**src/rtl/life_run_controller.sv**
```systemverilog
// life_run_controller: run-control sequencer for the 8x8 life board datapath.
// Picks the seed source (user, default or free-running LFSR), strobes the board
// load, paces generation advances in RUN, handles pause/single-step and keeps a
// saturating generation counter.
// Optional build macro AUTO_STOP_EN: pause automatically once the board empties.
module life_run_controller #(
   parameter int unsigned TICK_DIV     = 4,
   parameter int unsigned GEN_W        = 16,
   parameter logic [63:0] SEED_DEFAULT = 64'h0412_6424_0034_3C28
) (
   input  logic             clk,
   input  logic             reset,
   input  logic             start,
   input  logic             pause,
   input  logic             step,
   input  logic             randomize,
   input  logic [63:0]      input_seed,
   input  logic [63:0]      board_q,
   output logic [63:0]      seed_out,
   output logic             load_seed,
   output logic             gen_en,
   output logic [GEN_W-1:0] gen_count,
   output logic [1:0]       state_o,
   output logic             extinct
);

   localparam int unsigned    CNT_W     = $clog2(TICK_DIV);
   localparam logic [CNT_W-1:0] TICK_LAST = CNT_W'(TICK_DIV - 1);
   localparam logic [GEN_W-1:0] GEN_MAX   = {GEN_W{1'b1}};

   typedef enum logic [1:0] {
      ST_IDLE  = 2'd0,
      ST_LFSR  = 2'd1,
      ST_RUN   = 2'd2,
      ST_PAUSE = 2'd3
   } state_t;

   state_t           state_q;
   logic [63:0]      seed_out_q;
   logic [63:0]      lfsr_q;
   logic             load_q;
   logic             gen_en_q;
   logic [GEN_W-1:0] gen_count_q;
   logic [CNT_W-1:0] tick_q;
   logic             extinct_q;

   logic [63:0]      seed_pick_d;
   logic [63:0]      lfsr_shift_d;
   logic [63:0]      lfsr_d;
   logic [GEN_W-1:0] gen_inc_d;
   logic             auto_stop;

   // Seed selection, next LFSR value with lock-up guard, saturating increment
   always_comb begin
      seed_pick_d  = (input_seed == 64'd0) ? SEED_DEFAULT : input_seed;
      lfsr_shift_d = {lfsr_q[62:0], lfsr_q[63] ^ lfsr_q[62] ^ lfsr_q[60] ^ lfsr_q[59]};
      lfsr_d       = (lfsr_shift_d == 64'd0) ? SEED_DEFAULT : lfsr_shift_d;
      gen_inc_d    = (gen_count_q == GEN_MAX) ? GEN_MAX : gen_count_q + GEN_W'(1);
   end

`ifdef AUTO_STOP_EN
   logic gen_dly_q;

   // Marks the cycle in which the board shows the freshly computed generation
   always_ff @(posedge clk or posedge reset) begin
      if (reset) gen_dly_q <= 1'b0;
      else       gen_dly_q <= gen_en_q;
   end

   assign auto_stop = gen_dly_q && (board_q == 64'd0);
`else
   logic unused_board;
   assign unused_board = ^board_q;
   assign auto_stop    = 1'b0;
`endif

   // Run-control FSM; strobes default low and every output is a register.
   // The tick counter only advances in RUN cycles that stay in RUN, so a pause
   // freezes generation timing exactly where it was.
   always_ff @(posedge clk or posedge reset) begin
      if (reset) begin
         state_q     <= ST_IDLE;
         seed_out_q  <= SEED_DEFAULT;
         lfsr_q      <= SEED_DEFAULT;
         load_q      <= 1'b0;
         gen_en_q    <= 1'b0;
         gen_count_q <= '0;
         tick_q      <= '0;
         extinct_q   <= 1'b0;
      end else begin
         load_q   <= 1'b0;
         gen_en_q <= 1'b0;
         case (state_q)
            ST_IDLE: begin
               if (randomize) begin
                  state_q    <= ST_LFSR;
                  lfsr_q     <= seed_pick_d;
                  seed_out_q <= seed_pick_d;
               end else if (start && !pause) begin
                  state_q     <= ST_RUN;
                  seed_out_q  <= seed_pick_d;
                  load_q      <= 1'b1;
                  tick_q      <= '0;
                  gen_count_q <= '0;
                  extinct_q   <= 1'b0;
               end
            end
            ST_LFSR: begin
               if (randomize) begin
                  lfsr_q     <= lfsr_d;
                  seed_out_q <= lfsr_d;
               end else if (start && !pause) begin
                  state_q     <= ST_RUN;
                  seed_out_q  <= lfsr_q;
                  load_q      <= 1'b1;
                  tick_q      <= '0;
                  gen_count_q <= '0;
                  extinct_q   <= 1'b0;
               end
            end
            ST_RUN: begin
               if (randomize) begin
                  state_q    <= ST_LFSR;
                  lfsr_q     <= seed_pick_d;
                  seed_out_q <= seed_pick_d;
               end else if (pause) begin
                  state_q <= ST_PAUSE;
               end else if (auto_stop) begin
                  state_q   <= ST_PAUSE;
                  extinct_q <= 1'b1;
               end else if (tick_q == TICK_LAST) begin
                  tick_q      <= '0;
                  gen_en_q    <= 1'b1;
                  gen_count_q <= gen_inc_d;
               end else begin
                  tick_q <= tick_q + CNT_W'(1);
               end
            end
            ST_PAUSE: begin
               if (randomize) begin
                  state_q    <= ST_LFSR;
                  lfsr_q     <= seed_pick_d;
                  seed_out_q <= seed_pick_d;
               end else if (start && !pause) begin
                  state_q <= ST_RUN;
               end else if (step) begin
                  gen_en_q    <= 1'b1;
                  gen_count_q <= gen_inc_d;
               end
            end
            default: state_q <= ST_IDLE;
         endcase
      end
   end

   assign seed_out  = seed_out_q;
   assign load_seed = load_q;
   assign gen_en    = gen_en_q;
   assign gen_count = gen_count_q;
   assign state_o   = state_q;
   assign extinct   = extinct_q;

endmodule

```
**config.mk**
```make
export PLATFORM = sky130hd
export DESIGN_NAME = life_run_controller
export DESIGN_NICKNAME = d
export VERILOG_FILES = /design/src/rtl/life_run_controller.sv
export SDC_FILE = /design/constraint.sdc
export NUM_CORES = 1
export LEC_CHECK = 0
export CELL_PAD_IN_SITES_DETAIL_PLACEMENT = 0
export CELL_PAD_IN_SITES_GLOBAL_PLACEMENT = 1
export CORE_AREA = 2 2 151 153
export CTS_BUF_LIST = sky130_fd_sc_hd__clkbuf_4
export DETAILED_ROUTE_END_ITERATION = 8
export DIE_AREA = 0 0 153 155
export GPL_TIMING_DRIVEN = 0
export PLACE_DENSITY = 0.9
export SETUP_SLACK_MARGIN = 0.3
export SYNTH_ARGS = -nofsm -noshare
export SYNTH_HDL_FRONTEND = slang
export SYNTH_SLANG_ARGS = --single-unit
```
**constraint.sdc**
```tcl
create_clock -name clk -period 6.2 [get_ports clk]
set_clock_uncertainty 0.05 [all_clocks]
set_input_delay 1.24 -clock clk [delete_from_list [all_inputs] [get_ports clk]]
set_output_delay 1.24 -clock clk [all_outputs]
set_load 0.03 [all_outputs]
```
==> results.toml, run 1 <==
[detailed_routing]
firstDrtPassIters = 5
dr.first_iter.drc_count = 704
routed_wl_mm = 28.31
final_antenna_net_count = 0
routed_via_density = 5.902
vias = 8086
drc = 0
wl_per_cell_um = 20.67

[setup_path]
critPathCapture = "seed_out[42]"
crit_path_end_kind = "flip-flop"
crit_required_ns = 6.61
rr_worst_depth = 10
critPathKind = "in -> reg"
reg2reg_from = "state_o[1]"
r2r-end = "seed_out[21]"
rrSetupSlack_ns = 3.25
startpoint = "input_seed[54]"
path_max_fanout = 10
crit_arrival_ns = 4.06
setup.worst_path.start_class = "primary input"

[cts]
clkSlewWorstSetupHoldPaths_ns = 0.14
numCtsBuffers = 17
cts_root_buffer = "clkbuf_4"
cts.sinks = 150
htreeDepth = 4
clk_latency_ns = 0.58
cts_resized = 0
postCtsSetupRepairBufs = 0
cts_tree = "done"
cts_max_path_buffers = 2
hold_buffers = 0

[yosys]
syn_area_per_cell_um2 = 9.181
ys_ff_latch = 150
synth_cell_type_count = 50
synthArstFlopShare = 1.000
syn_area_um2 = 8244
synth_fp_nets = 1038
dominantRegCellSynth = "dfrtp_1"
yosysWarnings = 0
synth.top_cell.area_share = 0.3521
yosys.area.top_type = "dfrtp_1"
yosysSeqAreaShare = 0.4605
syn_inst = 898
synthTopCellsByArea = "dfrtp_1, mux2i_1, dfstp_2, a21oi_1, nor2_1"
synth-edff-count = 0

[die]
die-area_um2 = 23720
core_um2 = 22230
die_h_um = 155
ios = 219
rows = 55
start_util = 0.3709
die_x_um = 153

[finish]
n_fill_cell = 2137
syn_to_final_growth_pct = 26.36
drive_gt1_frac = 0.1273
design_area_um2 = 10420
final_common_cell = "clkdlybuf4s50_1"
finalNonFillerCells = 1370
final_cell_mix = "clkdlybuf4s50_1, a21oi_1, dfrtp_1"
nets = 1211

[global_routing]
grt_pass1_wl_mm = 44.19
grtUsageTotal = 0.2363
grt_overflow = 0
grt_pass1_vias = 7855
grt_start_max_net_pins = 79
antenna_found_initial = 1

[placement]
dpl.cell_count = 1337
place_area_um2 = 10160
gp_congestion = 0.9318
portBuffers = 153
dpl.hpwl_mm = 20.60

[worst_hold_path]
holdCritPathClass = "reg -> reg"

[power_and_ir_drop]
p_int_uw = 2709
leakage_uw = 0.004204
combinationalPowerShare = 0.530
switching_power_uw = 2395
p_seq_frac = 0.357
swShare = 0.4693
peakVddDrop_mv = 0.2256
p_per_area_nw_per_um2 = 490.0
clkPwrFrac = 0.113

[sta]
setup_viol = 0
timing.fmax_mhz = 274.0
slew_headroom = 0.4365
whs_ns = 0.4449
fin_crit_sh = 0.5887
fin_crit_ns = 3.650
final_max_slew_viol_count = 0
worstMarginPinSlew_ns = 0.8453
finalHoldViolations = 0
rsz0062_at_grt = "no"

[outcome]
status = "finished, final reports clean"

[run]
cap_violations = 0
[cell usage after synthesis (6+ instances only)]
library cell and count:
or2_2 15, mux2i_1 93, inv_1 12, a31oi_1 8, nor4_1 48, and3_1 9
buf_2 21, buf_1 7, dfstp_2 34, nand4_1 9, ha_1 6, a21oi_1 122
nor2_1 114, o311ai_0 7, dfrtp_1 116, nand2_1 72, o22a_1 7, a211oi_1 14
nand3_1 7, clkbuf_1 37, o21ai_0 61, o221a_2 17
[power by group through the flow]
stage                     registers, uW  logic, uW  clock network, uW
after floorplan                    2150       1310                  0
after global placement             1820       2640                  0
after detailed placement           1830       2680                  0
after CTS                          1810       2690                586
after global routing               1870       2930                625
final                              1820       2710                578
[metrics by stage]
step / utilization / total power [uW] / TNS, ns / setup WS [ns]
floorplan: - / 3462 / 0 / 0.9299
global placement: 0.4558 / 4460 / -162.44 / -1.413
detailed placement: 0.4573 / 4510 / 0 / 1.966
CTS: 0.4686 / 5090 / 0 / 2.562
global route: 0.4687 / 5423 / 0 / 2.421
finish: 0.4687 / 5104 / 0 / 2.550
[cell type report]
class                      count  area (um2)  area share
sequential                   150        3796      0.3644
timing repair buffer         154        1559      0.1497
buffer                        72       330.3     0.03171
tap                          285       356.6     0.03423
clock inverter                13       107.6     0.01033
clock buffer                  19       142.6     0.01369
inverter                      13       53.80    0.005165
antenna                        1       2.502   0.0002402
multi-input combinational    663        4069      0.3906
[state kept, by name, summed over array words and instances (netlist names)]
name	flops
gen_en	1
gen_count	16
state_o	2
seed_out	64
load_seed	1
lfsr_q	64
tick_q	2
[cell families after synthesis]
group / after synthesis / share of synthesized area
other: 1 / 0.0004549
adder cells (fa/ha/maj): 6 / 0.009106
AND/OR/NAND/NOR: 293 / 0.1682
buffers and inverters: 85 / 0.04599
flip-flops: 150 / 0.4605
multiplexers: 95 / 0.1156
XOR/XNOR: 3 / 0.003188
AO/OA/AOI/OAI: 265 / 0.1970
[metal layers]
metal | global-route usage | vias up | part of all wire | wire length (um)
met5 | 0 | - | 0 | 0
met4 | 0.09480 | 0 | 0.032 | 903
met3 | 0.05933 | 56 | 0.085 | 2412
met2 | 0.3617 | 444 | 0.45 | 12830
met1 | 0.3223 | 3954 | 0.43 | 12170
li1 | - | 3632 | - | -
[how the worst min path moves through the flow]
stage,startpoint,end,slack (ns),cells after the start
after global routing,seed_out[53],seed_out[53],0.47,2
after global placement,seed_out[19],seed_out[19],0.42,2
after CTS,seed_out[53],seed_out[53],0.45,2
after floorplan,tick_q[1],tick_q[1],0.40,2
final,seed_out[17],seed_out[17],0.44,2
after detailed placement,seed_out[53],seed_out[53],0.42,2
[critical path, cell delays in order]
cell,delay [ns]
clkdlybuf4s50_1,0.47
nor4_1,0.62
nand4_1,0.32
nor4_4,0.70
buf_4,0.31
nor4_1,0.06
o311ai_1,0.33
No activity file was read; power rests on OpenSTA's default activity.
==> inputs of run 2 (changes only) <==
--- a/config.mk
+++ b/config.mk
@@ -7,12 +7,12 @@
 export LEC_CHECK = 0
 export CELL_PAD_IN_SITES_DETAIL_PLACEMENT = 0
 export CELL_PAD_IN_SITES_GLOBAL_PLACEMENT = 1
-export CORE_AREA = 2 2 151 153
+export CORE_AREA = 2 2 159 161
 export CTS_BUF_LIST = sky130_fd_sc_hd__clkbuf_4
 export DETAILED_ROUTE_END_ITERATION = 8
-export DIE_AREA = 0 0 153 155
+export DIE_AREA = 0 0 161 163
 export GPL_TIMING_DRIVEN = 0
-export PLACE_DENSITY = 0.9
+export PLACE_DENSITY = 0.86
 export SETUP_SLACK_MARGIN = 0.3
 export SYNTH_ARGS = -nofsm -noshare
 export SYNTH_HDL_FRONTEND = slang
==> constraint.sdc (replaced) <==
create_clock -name clk -period 3.05 [get_ports clk]
set_clock_uncertainty 0.05 [all_clocks]
set_input_delay 0.61 -clock clk [delete_from_list [all_inputs] [get_ports clk]]
set_output_delay 0.61 -clock clk [all_outputs]
set_load 0.03 [all_outputs]
==> results.toml, run 2 (synthesis results as in run 1) <==
[power_and_ir_drop]
clkPwrFrac = 0.128
switching_power_uw = 4999
p_int_uw = 5644
p_per_area_nw_per_um2 = 1001
swShare = 0.4697
peakVddDrop_mv = 0.5044
p_seq_frac = 0.348
combinationalPowerShare = 0.524
leakage_uw = 0.004249

[setup_path]
reg2reg_from = "lfsr_q[36]"
critPathKind = "reg -> reg"
setup.worst_path.start_class = "flip-flop"
path_max_fanout = 10
rrSetupSlack_ns = 0.39
crit_family = "simple AND/OR/NAND/NOR gates"
critPathCapture = "seed_out[21]"
cp_cell_sequence = "nor4_1, nand4_1, nor3_1, nand3_1, clkbuf_1, o221ai_1"
startpoint = "lfsr_q[36]"
crit_path_end_kind = "flip-flop"
crit_path_max_incr_delay_ns = 0.59
rr_worst_depth = 6
path_buf_inv = 1
cpMaxStageDelayCell = "nor4_1"
r2r-end = "seed_out[21]"
crit_required_ns = 3.51
crit_arrival_ns = 3.12
path_depth = 6

[global_routing]
antenna_found_initial = 1
grtUsageTotal = 0.2251
grt_pass1_vias = 7975
grt_pass1_wl_mm = 45.87
grt_overflow = 0
grt_start_max_net_pins = 40

[detailed_routing]
drc = 0
routed_via_density = 5.607
wl_per_cell_um = 20.47
final_antenna_net_count = 0
vias = 7968
firstDrtPassIters = 6
routed_wl_mm = 29.08
dr.first_iter.drc_count = 760

[placement]
dpl.hpwl_mm = 21.57
portBuffers = 153
dpl.cell_count = 1385
gp_congestion = 0.8834

[die]
core_um2 = 24670
die_h_um = 163
die-area_um2 = 26240
ios = 219
die_x_um = 161
start_util = 0.3341
rows = 58

[cts]
clk_latency_ns = 0.62
cts_root_buffer = "clkbuf_4"
htreeDepth = 4
numCtsBuffers = 17
clkSlewWorstSetupHoldPaths_ns = 0.15
cts.sinks = 150
cts_max_path_buffers = 2
cts_tree = "done"
hold_buffers = 0

[sta]
final_max_slew_viol_count = 0
fin_crit_sh = 0.8737
rsz0062_at_grt = "no"
slew_headroom = 0.4680
fin_setup_tns_ns = 0
whs_ns = 0.2988
timing.fmax_mhz = 375.3
worstMarginPinSlew_ns = 0.7980
fin_crit_ns = 2.665
setup_viol = 0
finalHoldViolations = 0

[finish]
nets = 1217
final_common_cell = "clkdlybuf4s50_1"
finalNonFillerCells = 1421
multi_input_area_um2 = 4096
final_cell_mix = "clkdlybuf4s50_1, a21oi_1, dfrtp_1"
seq_area_um2 = 3797
drive_gt1_frac = 0.1358
n_fill_cell = 2426
syn_to_final_growth_pct = 28.96

[worst_hold_path]
holdCritPathClass = "in -> async"

[outcome]
status = "finished, final reports clean"

[run]
cap_violations = 0
## run 2: cell types whose count changed in the layout (fill, tap and decap cells not counted), moves of 2 or more
cell,delta
buf_2,-2
clkinv_2,-7
buf_12,+4
inv_8,+2
clkinvlp_4,+4
buf_4,+3
inv_6,+2
## run 2: power by group through the flow
stage	registers [uW]	clock network [uW]	logic, uW
after CTS	3690	1380	5540
after global routing	3810	1460	6030
after global placement	3690	0	5400
after floorplan	4380	0	2660
after detailed placement	3720	0	5500
final	3700	1360	5580
## run 2: worst min-delay path by stage
stage | slack [ns] | to
6_report | 0.30 | gen_count[13]
2_1_floorplan | 0.40 | tick_q[1]
3_5_place_dp | 0.42 | seed_out[9]
3_3_place_gp | 0.42 | seed_out[57]
4_1_cts | 0.29 | gen_count[13]
5_1_grt | 0.30 | gen_count[13]
## run 2: worst register-to-register path, delay by kind of cell, from the launching register on
family | cells | cell delay (ns)
and+or+nand+nor | 4 | 1.48
DFF | 1 | 0.48
buffers and inverters | 1 | 0.38
AOI/OAI and AO/OA | 1 | 0.18
## run 2: per-layer routing
layer  vias to the layer above  routed length, um  part of all wire  GRT usage
met5                         -                  0                 0   0.005682
met2                       346              13440              0.46     0.3527
met4                         0                763             0.026    0.07833
met3                        52               2131             0.073    0.05475
met1                      3924              12740              0.44     0.3043
li1                       3646                  -                 -          -
## run 2: through the flow
step	setup WS [ns]	total power (uW)	instance area, um2	util
floorplan	0.5288	7037	8248	-
global placement	-0.9314	9093	10190	0.4131
detailed placement	-0.4489	9219	10270	0.4163
CTS	0.3446	10610	10590	0.4292
global route	0.2995	11300	10630	0.4309
finish	0.3852	10640	10630	0.4309
## run 2: what timing repair did
| item | 4_1_cts | 5_1_grt |
|---|---|---|
| resized for setup | 3 | 6 |
| pin swaps | 0 | 2 |
| buffers inserted | 0 | 3 |
| setup endpoints to repair | 72 | 76 |
## run 2: area by class of cell
type | count | share of cell area
Multi-Input combinational cell | 663 | 0.3853
Sequential cell | 150 | 0.3572
Timing Repair Buffer | 160 | 0.1537
Tap cell | 330 | 0.03884
Buffer | 72 | 0.03154
Clock inverter | 14 | 0.01553
Clock buffer | 18 | 0.01271
Inverter | 13 | 0.004943
Antenna cell | 1 | 0.0002354
==> inputs of run 3 (changes only) <==
--- a/config.mk
+++ b/config.mk
@@ -9,6 +9,7 @@
 export CELL_PAD_IN_SITES_GLOBAL_PLACEMENT = 1
 export CORE_AREA = 2 2 159 161
 export CTS_BUF_LIST = sky130_fd_sc_hd__clkbuf_4
+export CTS_CLUSTER_DIAMETER = 150
 export DETAILED_ROUTE_END_ITERATION = 8
 export DIE_AREA = 0 0 161 163
 export GPL_TIMING_DRIVEN = 0
==> results of run 3 <==
Same layout as run 2: the final DEF is identical, and so are final timing and power.
